`config.mk`:
```
export PLATFORM = sky130hd
export DESIGN_NAME = mcpu_core_hs
export DESIGN_NICKNAME = d
export VERILOG_FILES = /design/src/rtl/mcpu_core_hs.sv
export SDC_FILE = /design/constraint.sdc
export NUM_CORES = 1
export LEC_CHECK = 0
export ABC_AREA = 1
export BUFFER_PORTS_ARGS = -buffer_cell sky130_fd_sc_hd__buf_2
export CORE_UTILIZATION = 45
export DETAILED_ROUTE_END_ITERATION = 12
export PLACE_DENSITY = 0.65
export SYNTH_ARGS = -nofsm -noshare
export SYNTH_HDL_FRONTEND = slang
export SYNTH_SLANG_ARGS = --single-unit
```
`constraint.sdc`:
```
create_clock -name clk -period 6 [get_ports clk]
set_clock_uncertainty 0.2 [all_clocks]
set_input_delay 0.9 -clock clk [delete_from_list [all_inputs] [get_ports clk]]
set_output_delay 0.9 -clock clk [all_outputs]
set_load 0.05 [all_outputs]
```
`src/rtl/mcpu_core_hs.sv`:
```
// mcpu_core_hs: handshaked MCPU core executing the 8-bit MOV/CMOV/IMM set.
// Instruction fetch uses a valid strobe and data RAM uses a req/ack handshake;
// both tolerate arbitrary wait states. Also holds the MCPU ALU it drives.

// MCPU ALU: combinational. op[2:0] selects the result and op[3] selects the flag.
// The flag is either the external sense input or a zero test on the result.
module mcpu_alu #(
    parameter int W = 32
) (
    input  logic [W-1:0] a_i,
    input  logic [W-1:0] b_i,
    input  logic [W-1:0] x_i,
    input  logic [W-1:0] y_i,
    input  logic [3:0]   op_i,
    input  logic         sense_i,
    output logic [W-1:0] d_o,
    output logic         f_o
);
    // Result selection by low opcode bits
    always_comb begin
        d_o = '0;
        case (op_i[2:0])
            3'd0:    d_o = a_i + b_i;
            3'd1:    d_o = a_i - b_i;
            3'd2:    d_o = a_i & b_i;
            3'd3:    d_o = a_i | b_i;
            3'd4:    d_o = a_i ^ b_i;
            3'd5:    d_o = x_i;
            3'd6:    d_o = y_i;
            default: d_o = ~a_i;
        endcase
    end

    assign f_o = op_i[3] ? (d_o == '0) : sense_i;
endmodule

module mcpu_core_hs #(
    parameter int DATA_WIDTH = 32
) (
    input  logic                  clk,
    input  logic                  reset_n,
    input  logic                  run,
    output logic [DATA_WIDTH-1:0] irom_addr,
    input  logic [7:0]            irom_data,
    input  logic                  irom_valid,
    output logic [DATA_WIDTH-1:0] dmem_addr,
    output logic                  dmem_req,
    output logic                  dmem_we,
    output logic [DATA_WIDTH-1:0] dmem_wdata,
    input  logic [DATA_WIDTH-1:0] dmem_rdata,
    input  logic                  dmem_ack,
    input  logic                  sense,
    input  logic [DATA_WIDTH-1:0] alu_x,
    input  logic [DATA_WIDTH-1:0] alu_y,
    output logic                  retire
);
    typedef enum logic [1:0] {EXEC, RD_WAIT, WR_WAIT} state_t;

    localparam logic [2:0] CODE_RAM = 3'd2;

    state_t                state_q, state_d;
    logic [DATA_WIDTH-1:0] pc_q, pc_d, addr_q, addr_d, imm_q, imm_d;
    logic [DATA_WIDTH-1:0] alu_a_q, alu_a_d, alu_b_q, alu_b_d;
    logic [DATA_WIDTH-1:0] i_q, i_d, j_q, j_d, k_q, k_d, wdata_q, wdata_d;
    logic                  last_imm_q, last_imm_d, req_q, req_d, we_q, we_d;
    logic                  retire_q, retire_d;
    logic [2:0]            dst_q, dst_d;

    logic [DATA_WIDTH-1:0] alu_d_out, src_val, pc_inc, wr_val;
    logic                  alu_f_out, wr_en;
    logic [2:0]            wr_code;

    mcpu_alu #(.W(DATA_WIDTH)) u_alu (
        .a_i     (alu_a_q),
        .b_i     (alu_b_q),
        .x_i     (alu_x),
        .y_i     (alu_y),
        .op_i    (imm_q[3:0]),
        .sense_i (sense),
        .d_o     (alu_d_out),
        .f_o     (alu_f_out)
    );

    assign pc_inc = pc_q + {{(DATA_WIDTH-1){1'b0}}, 1'b1};

    // Source operand multiplexer; RAM is never read through here
    always_comb begin
        src_val = '0;
        case (irom_data[2:0])
            3'd0:    src_val = pc_q;
            3'd1:    src_val = addr_q;
            3'd3:    src_val = imm_q;
            3'd4:    src_val = alu_d_out;
            3'd5:    src_val = i_q;
            3'd6:    src_val = j_q;
            3'd7:    src_val = k_q;
            default: src_val = '0;
        endcase
    end

    // Issue/handshake FSM plus register-file writeback; everything holds by default
    always_comb begin
        state_d    = state_q;
        pc_d       = pc_q;
        addr_d     = addr_q;
        imm_d      = imm_q;
        alu_a_d    = alu_a_q;
        alu_b_d    = alu_b_q;
        i_d        = i_q;
        j_d        = j_q;
        k_d        = k_q;
        wdata_d    = wdata_q;
        last_imm_d = last_imm_q;
        req_d      = req_q;
        we_d       = we_q;
        dst_d      = dst_q;
        retire_d   = 1'b0;
        wr_en      = 1'b0;
        wr_code    = 3'd0;
        wr_val     = '0;

        case (state_q)
            EXEC: begin
                if (run && irom_valid) begin
                    if (irom_data[7]) begin
                        // Consecutive IMM bytes build wide constants 7 bits at a time
                        imm_d      = last_imm_q ? {imm_q[DATA_WIDTH-8:0], irom_data[6:0]}
                                                : {{(DATA_WIDTH-7){1'b0}}, irom_data[6:0]};
                        last_imm_d = 1'b1;
                        pc_d       = pc_inc;
                        retire_d   = 1'b1;
                    end else begin
                        last_imm_d = 1'b0;
                        if (irom_data[6] && !alu_f_out) begin
                            pc_d     = pc_inc;
                            retire_d = 1'b1;
                        end else if (irom_data[2:0] == CODE_RAM) begin
                            dst_d   = irom_data[5:3];
                            req_d   = 1'b1;
                            we_d    = 1'b0;
                            state_d = RD_WAIT;
                        end else if (irom_data[5:3] == CODE_RAM) begin
                            wdata_d = src_val;
                            req_d   = 1'b1;
                            we_d    = 1'b1;
                            state_d = WR_WAIT;
                        end else begin
                            wr_en   = 1'b1;
                            wr_code = irom_data[5:3];
                            wr_val  = src_val;
                        end
                    end
                end
            end
            RD_WAIT: begin
                if (dmem_ack) begin
                    if (dst_q == CODE_RAM) begin
                        // RAM-to-RAM: keep req high and turn the read into a write
                        wdata_d = dmem_rdata;
                        we_d    = 1'b1;
                        state_d = WR_WAIT;
                    end else begin
                        wr_en   = 1'b1;
                        wr_code = dst_q;
                        wr_val  = dmem_rdata;
                        req_d   = 1'b0;
                        state_d = EXEC;
                    end
                end
            end
            WR_WAIT: begin
                if (dmem_ack) begin
                    req_d    = 1'b0;
                    we_d     = 1'b0;
                    pc_d     = pc_inc;
                    retire_d = 1'b1;
                    state_d  = EXEC;
                end
            end
            default: state_d = EXEC;
        endcase

        // Register writeback; a PC destination suppresses the increment
        if (wr_en) begin
            retire_d = 1'b1;
            pc_d     = pc_inc;
            case (wr_code)
                3'd0:    pc_d    = wr_val;
                3'd1:    addr_d  = wr_val;
                3'd3:    alu_a_d = wr_val;
                3'd4:    alu_b_d = wr_val;
                3'd5:    i_d     = wr_val;
                3'd6:    j_d     = wr_val;
                3'd7:    k_d     = wr_val;
                default: ;
            endcase
        end
    end

    // State register with asynchronous clear
    always_ff @(posedge clk or negedge reset_n) begin
        if (!reset_n) begin
            state_q    <= EXEC;
            pc_q       <= '0;
            addr_q     <= '0;
            imm_q      <= '0;
            alu_a_q    <= '0;
            alu_b_q    <= '0;
            i_q        <= '0;
            j_q        <= '0;
            k_q        <= '0;
            wdata_q    <= '0;
            last_imm_q <= 1'b0;
            req_q      <= 1'b0;
            we_q       <= 1'b0;
            retire_q   <= 1'b0;
            dst_q      <= 3'd0;
        end else begin
            state_q    <= state_d;
            pc_q       <= pc_d;
            addr_q     <= addr_d;
            imm_q      <= imm_d;
            alu_a_q    <= alu_a_d;
            alu_b_q    <= alu_b_d;
            i_q        <= i_d;
            j_q        <= j_d;
            k_q        <= k_d;
            wdata_q    <= wdata_d;
            last_imm_q <= last_imm_d;
            req_q      <= req_d;
            we_q       <= we_d;
            retire_q   <= retire_d;
            dst_q      <= dst_d;
        end
    end

    assign irom_addr  = pc_q;
    assign dmem_addr  = addr_q;
    assign dmem_req   = req_q;
    assign dmem_we    = we_q;
    assign dmem_wdata = wdata_q;
    assign retire     = retire_q;
endmodule

```
Word-level counts from Yosys, hierarchy flattened
Index checks and enable logic that the tools add are counted.

Register bits after elaboration: 297. Word-level logic and storage cells: 160. Output and inout port bits: 99. Input port bits: 110.

Equality and inequality tests: 36. Bitwise logic cells: 6. Reduce and logical (&&, ||, !) cells: 25. Muxes and demuxes: 75. Add/subtract/negate cells: 3.

Operators with widths (number): $mux W32 (21); $pmux W32 S7 (2); $pmux W32 S2 (3); $eq A3 B3 Y1 const B (11); $add A32 B1 Y32 const B (1); $add A32 B32 Y32 (1); $and A32 B32 Y32 (1); $logic_not A32 Y1 (1); $not A32 Y32 (1); $or A32 B32 Y32 (1); $sub A32 B32 Y32 (1); $xor A32 B32 Y32 (1); $mux W1 (28); $reduce_and A8 Y1 (3); $eq A3 B2 Y1 const B (7); $mux W3 (7); $ne A2 B2 Y1 const B (9); $mux W2 (8); $reduce_and A2 Y1 (7); $eq A3 B1 Y1 const B (3); $logic_not A3 Y1 (3); $ne A3 B3 Y1 const B (3); $pmux W1 S3 (2); $pmux W2 S3 (1); other kinds (15) (19).

Depth between registers and ports, before layout
Depth after elaboration: 13. Gate-level depth with buffers: 42.

Hierarchy
A second synthesis with hierarchy kept.

Cells, all modules: 3266. Area, all modules: 21740.9 sq um.

Modules (own cells, without submodules): mcpu_core_hs (cells an instance 2041, times used 1, area an instance 15547.4 sq um, seq. area each 7432.1 sq um); mcpu_alu (cells an instance 1225, times used 1, area an instance 6193.4 sq um, seq. area each 0.0 sq um).

Least setup slack after synthesis
No wires, ideal clock.

Path type: register -> register. Start point: register alu_b_q[0]. End point: register addr_q[21], in the netlist dmem_addr[21]. Library setup time: 124 ps. Path slack: 946 ps. Arrival: 4730 ps. Buffers on the path: 2. Cell stages (with the launch flop): 39. Period minus slack after synthesis: 5054 ps. Cell sequence: dfrtp_1 inv_1 ha_1 inv_1 nor3_1 inv_1 nor3_1 nand3_1 nor3_1 nand2_1 or4_1 nand2_1 o21ai_0 o21bai_1 xor2_1 ha_1 nand2_1 nor2_1 (+3 left out) nand2_1 nand2_1 nand3_1 nand2_1 nand2_1 nand3_1 nor2_1 nand3_1 nand2_1 buf_6 nand3_2 nand2_2 inv_1 nor2_4 nand2_4 buf_2 nand2_1 o21ai_1.

Longest elaborated chain between the ends: 12. Elaborated cells between the ends (all ways): 27. Those cells by class: add/sub: 2; eq/ne: 1; mux: 17; bitwise: 3; reduce/logical: 4.

Ends and longest elaborated chain: start, declared (RTL line 63) `logic [DATA_WIDTH-1:0] alu_a_q, alu_a_d, alu_b_q, alu_b_d;`; start signal, assigned (RTL line 224) `alu_b_q <= alu_b_d;`; $sub A32 B32 Y32, or another cell as far along (RTL line 24) `3'd1: d_o = a_i - b_i;`; $pmux W32 S7 (*) (RTL line 22) `case (op_i[2:0])`; $logic_not A32 Y1 (RTL line 34) `assign f_o = op_i[3] ? (d_o == '0) : sense_i;`; $mux W1 (RTL line 34); $logic_not A1 Y1 (RTL line 134) `if (irom_data[6] && !alu_f_out) begin`; $logic_and A1 B1 Y1 (RTL line 134); $mux W3 (RTL line 134); $mux W3 (RTL line 125) `if (irom_data[7]) begin`; $mux W3 (RTL line 124) `if (run && irom_valid) begin`; $pmux W3 S2 (RTL line 122) `case (state_q)`; $eq A3 B1 Y1 (RTL line 187) `case (wr_code)`; $reduce_and A2 Y1 (no source line); end signal, assigned (RTL line 221) `addr_q <= addr_d;`; end, declared (RTL line 62) `logic [DATA_WIDTH-1:0] pc_q, pc_d, addr_q, addr_d, imm_q, imm_d;`.

Mark *: on every way between the ends. The rest lies on a longest branch, timed or not. A chain may end at the register's enable or synchronous reset.

Worst setup path in the final report
Start point: register alu_b_q[1]. End point: register addr_q[4], in the netlist dmem_addr[4].

Same word-level chain as after synthesis.

==> out/qor.csv <==
stage;metric;value;unit
outcome;outcome;finished clean;
power_and_ir_drop;PwrDens;608;nW/um^2
worst_setup_path;CP bufs+invs;10;
synth;Syn Nets;3094;
synth;Synth Warn #;0;
sta;Worst-Margin Slew;1220;ps
synth;synthesized area;20300;sq um
routing;vias per inst;5.73;
routing;WL per Instance;21.3;um
worst_setup_path;crit path kind;flop to flop;
worst_setup_path;critical path peak fanout;7;
sta;Final Max Slew Viols;0;
routing;final WL;79.6;mm
sta;Tmin final;5830;ps
sta;RSZ-0062 raised after global routing;yes;
synth;Syn Inst Count;2882;
clock_network;CTS clk-pin slew, worst paths;60;ps
die;row count;77;
global_route;first-pass GRT wire length;115;mm
routing;Final ANT Viol Nets;0;
sta;Fmax;172;MHz
place;Place WS;-306;ps
sta;Setup WS post-layout;171;ps
synth;Avg Cell Area, Syn;7.05;sq um
clock_network;clock sink count;297;
synth;distinct cell type count after synthesis;53;
min_path;Hold WC Path Type;input port to async pin;
cells_and_area;Finished Layout Cells;3734;
worst_setup_path;CP Capture Type;flop;
worst_setup_path;WP data required;6250;ps
place;dpl cell area;22400;sq um
die;die width;215;um
synth;largest cells by area after synthesis;dfrtp_1 (37%), nand2_1 (18%), inv_1 (6.3%), ha_1 (6.2%), nand3_1 (4.4%);
power_and_ir_drop;P_int;6.85;mW
worst_setup_path;Critical-path top delay cell;or4_4;
clock_network;H-tree lvl count;1;
sta;worst hold margin;130;ps
synth;sequential element share of the synthesized area;36.6;%
die;core area;44400;sq um
sta;final setup vio count;0;
worst_setup_path;CP arrival;6080;ps
place;GP Congestion;1.01;
synth;Synth top area share;36.6;%
clock_network;Num CTS Buffers;29;
global_route;All-Layer GR Usage;32.1;%
power_and_ir_drop;clock network power share;14.1;%
job;Max Cap Violations;0;
clock_network;CTS Root Cell;clkbuf_16;
worst_setup_path;setup slack, reg-to-reg;170;ps
sta;Final Hold Viols;0;
synth;count leader, synth;nand2_1;
worst_setup_path;CP delay by family, top;simple AND/OR/NAND/NOR gates;
routing;Pre-antenna DRT Iters;6;
global_route;largest net degree at the start of global routing;118;
sta;final period utilization;97.1;%
clock_network;worst-case clock buffer depth;3;
power_and_ir_drop;maximum VDD drop;0.000365;V
worst_setup_path;CP peak stage delay;540;ps
global_route;number of global-route vias before repair;19754;
synth;Synth Flop Type;dfrtp_1;
place;input/output buffers;208;
synth;synth cell count leaders;nand2_1 (951), inv_1 (341), dfrtp_1 (297);
power_and_ir_drop;Sequential Power Share;19.0;%
global_route;initial antenna violation count;0;
cells_and_area;ratio of cells with drive above 1 in the final layout;18.7;%
routing;Via Count;21403;
global_route;GRT Residual Overflow;0;
synth;FFs w/ async S/R, synth;100;%
cells_and_area;fin nets;3331;
cells_and_area;number of diodes;0;
power_and_ir_drop;switching pwr;8.24;mW
die;Starting Density;45.8;%
power_and_ir_drop;Lkg Pwr;12.2;nW
clock_network;CTS tree;yes;
clock_network;Worst-Skew Late Latency;590;ps
sta;Max transition margin;18.7;%
synth;Post-synth EDFFs;0;
routing;initial drt markers;2555;
worst_setup_path;Top cell by count, worst path;nand2_1;
power_and_ir_drop;Gate power share;66.8;%
routing;# DRC;0;
die;Ports;209;
clock_network;# hold bufs at CTS;0;
cells_and_area;Final Cell Area;24800;sq um
power_and_ir_drop;Switching Share;54.6;%
place;post-DP HPWL;56.9;mm
place;Placed Instances;3643;
cells_and_area;Synth-to-Final Area Change;22.0;%
synth;#FFs+latches synth;297;
worst_setup_path;Setup crit start kind;flop;
die;die area;46000;sq um
die;Die Ht;215;um
synth;cell taking the most area after synthesis;dfrtp_1;
## state kept, by name (all words and copies together), names as in the netlist
register / cells
alu_a_q: 32
alu_b_q: 32
dmem_addr: 32
dmem_wdata: 32
i_q: 32
imm_q: 32
irom_addr: 32
j_q: 32
k_q: 32
dst_q: 3
state_q: 2
dmem_req: 1
dmem_we: 1
last_imm_q: 1
retire: 1
## power by group through the flow
| stage | Combinational (mW) | Sequential, mW | Clock [mW] |
|---|---|---|---|
| after floorplan | 5.13 | 3.51 | 0 |
| after global placement | 8.60 | 2.87 | 0 |
| after detailed placement | 8.68 | 2.88 | 0 |
| after CTS | 8.75 | 2.85 | 2.13 |
| after global routing | 10.9 | 2.91 | 2.21 |
| final | 10.1 | 2.87 | 2.13 |
## metrics by stage
step	TNS, ps	power [mW]	util [%]
final	0	15.1	55.8
after global routing	-8930	16.0	55.8
after CTS	0	13.7	52.9
after detailed placement	-51390	11.6	50.3
after global placement	-30890	11.5	50.3
after floorplan	0	8.65	-
## cells by family after synthesis
| logic type | after synthesis | synth area share (%) |
|---|---|---|
| adder cells (fa/ha/maj) | 102 | 6.32 |
| flip-flops | 297 | 36.6 |
| buffers and inverters | 489 | 10.1 |
| AND/OR/NAND/NOR | 1448 | 30.1 |
| AO/OA/AOI/OAI | 486 | 14.3 |
| XOR/XNOR | 60 | 2.59 |
## cell usage in the layout (no fill, tap or decap), types with 4 or more instances in the layout
| cell type | synthesis | layout |
|---|---|---|
| nand2_2 | 3 | 31 |
| buf_4 | 5 | 85 |
| buf_12 | 0 | 20 |
| nor2_4 | 5 | 11 |
| nor3_2 | 0 | 10 |
| inv_1 | 341 | 324 |
| nand3b_1 | 4 | 4 |
| nand2_8 | 0 | 4 |
| o21ai_1 | 149 | 140 |
| nor2_1 | 167 | 151 |
| nand2_4 | 9 | 26 |
| nand4_1 | 70 | 70 |
| xnor2_1 | 5 | 5 |
| nand3_2 | 4 | 28 |
| a22oi_1 | 34 | 33 |
| bufinv_16 | 0 | 8 |
| a21oi_2 | 0 | 8 |
| nor3_1 | 34 | 22 |
| buf_6 | 19 | 11 |
| o2111ai_1 | 22 | 22 |
| a21oi_1 | 42 | 34 |
| ha_1 | 101 | 95 |
| clkbuf_16 | 0 | 42 |
| nor4_1 | 7 | 7 |
| clkinvlp_4 | 0 | 4 |
| o21ai_0 | 124 | 120 |
| a211oi_1 | 13 | 13 |
| clkbuf_1 | 58 | 5 |
| a221oi_1 | 32 | 32 |
| nand3_1 | 179 | 152 |
| o211ai_1 | 13 | 13 |
| nand2_1 | 951 | 902 |
| buf_2 | 46 | 207 |
| inv_2 | 11 | 27 |
| o21ai_2 | 0 | 13 |
| a31oi_1 | 32 | 32 |
| dfrtp_1 | 297 | 297 |
| xor2_1 | 55 | 53 |
| o31ai_1 | 12 | 11 |
| nor2_2 | 3 | 13 |
## layer usage
layer | GRT usage (%) | wire, um | vias up | part of all wire, %
met4 | 10.0 | 2860 | 0 | 3.6
li1 | - | - | 9923 | -
met5 | 0 | 0 | - | 0
met2 | 51.0 | 36600 | 1097 | 46
met1 | 45.8 | 33700 | 10205 | 42
met3 | 3.42 | 6420 | 178 | 8.1
## cell type report
type | instances | area, sq um
fill | 4249 | 19600
multi-input combinational | 2096 | 11600
sequential | 297 | 7430
timing repair buffer | 340 | 2610
inverter | 355 | 1340
clock buffer | 37 | 786
tap | 592 | 741
clock inverter | 17 | 314
## worst register-to-register path: cells and delay by family, from the launching register on
family / cells / cell delay (ps)
XOR/XNOR: 1 / 160
AND/OR/NAND/NOR: 25 / 3520
flip-flops: 1 / 390
adder cells (fa/ha/maj): 2 / 460
buffers and inverters: 10 / 910
AO/OA/AOI/OAI: 1 / 70
## path summary, 6_finish.rpt
| path | end | from | cells past startpoint |
|---|---|---|---|
| max | dmem_addr[4] | alu_b_q[1] | 39 |
| min | irom_addr[24] | reset_n | 1 |
| max reg2reg | dmem_addr[4] | alu_b_q[1] | 39 |
| min reg2reg | k_q[5] | k_q[5] | 2 |
| max in group asynchronous | imm_q[15] | reset_n | 2 |
| min in group clk | k_q[5] | k_q[5] | 2 |
## what timing repair did
| action | 4_1_cts | 5_1_grt |
|---|---|---|
| gates resized for setup | 9 | 200 |
| setup buffers | 1 | 17 |
| endpoints found under the setup margin | 224 | 264 |
| pin swaps | 2 | 40 |
| cloned | 0 | 19 |
Power figures use the tool's default switching activity.
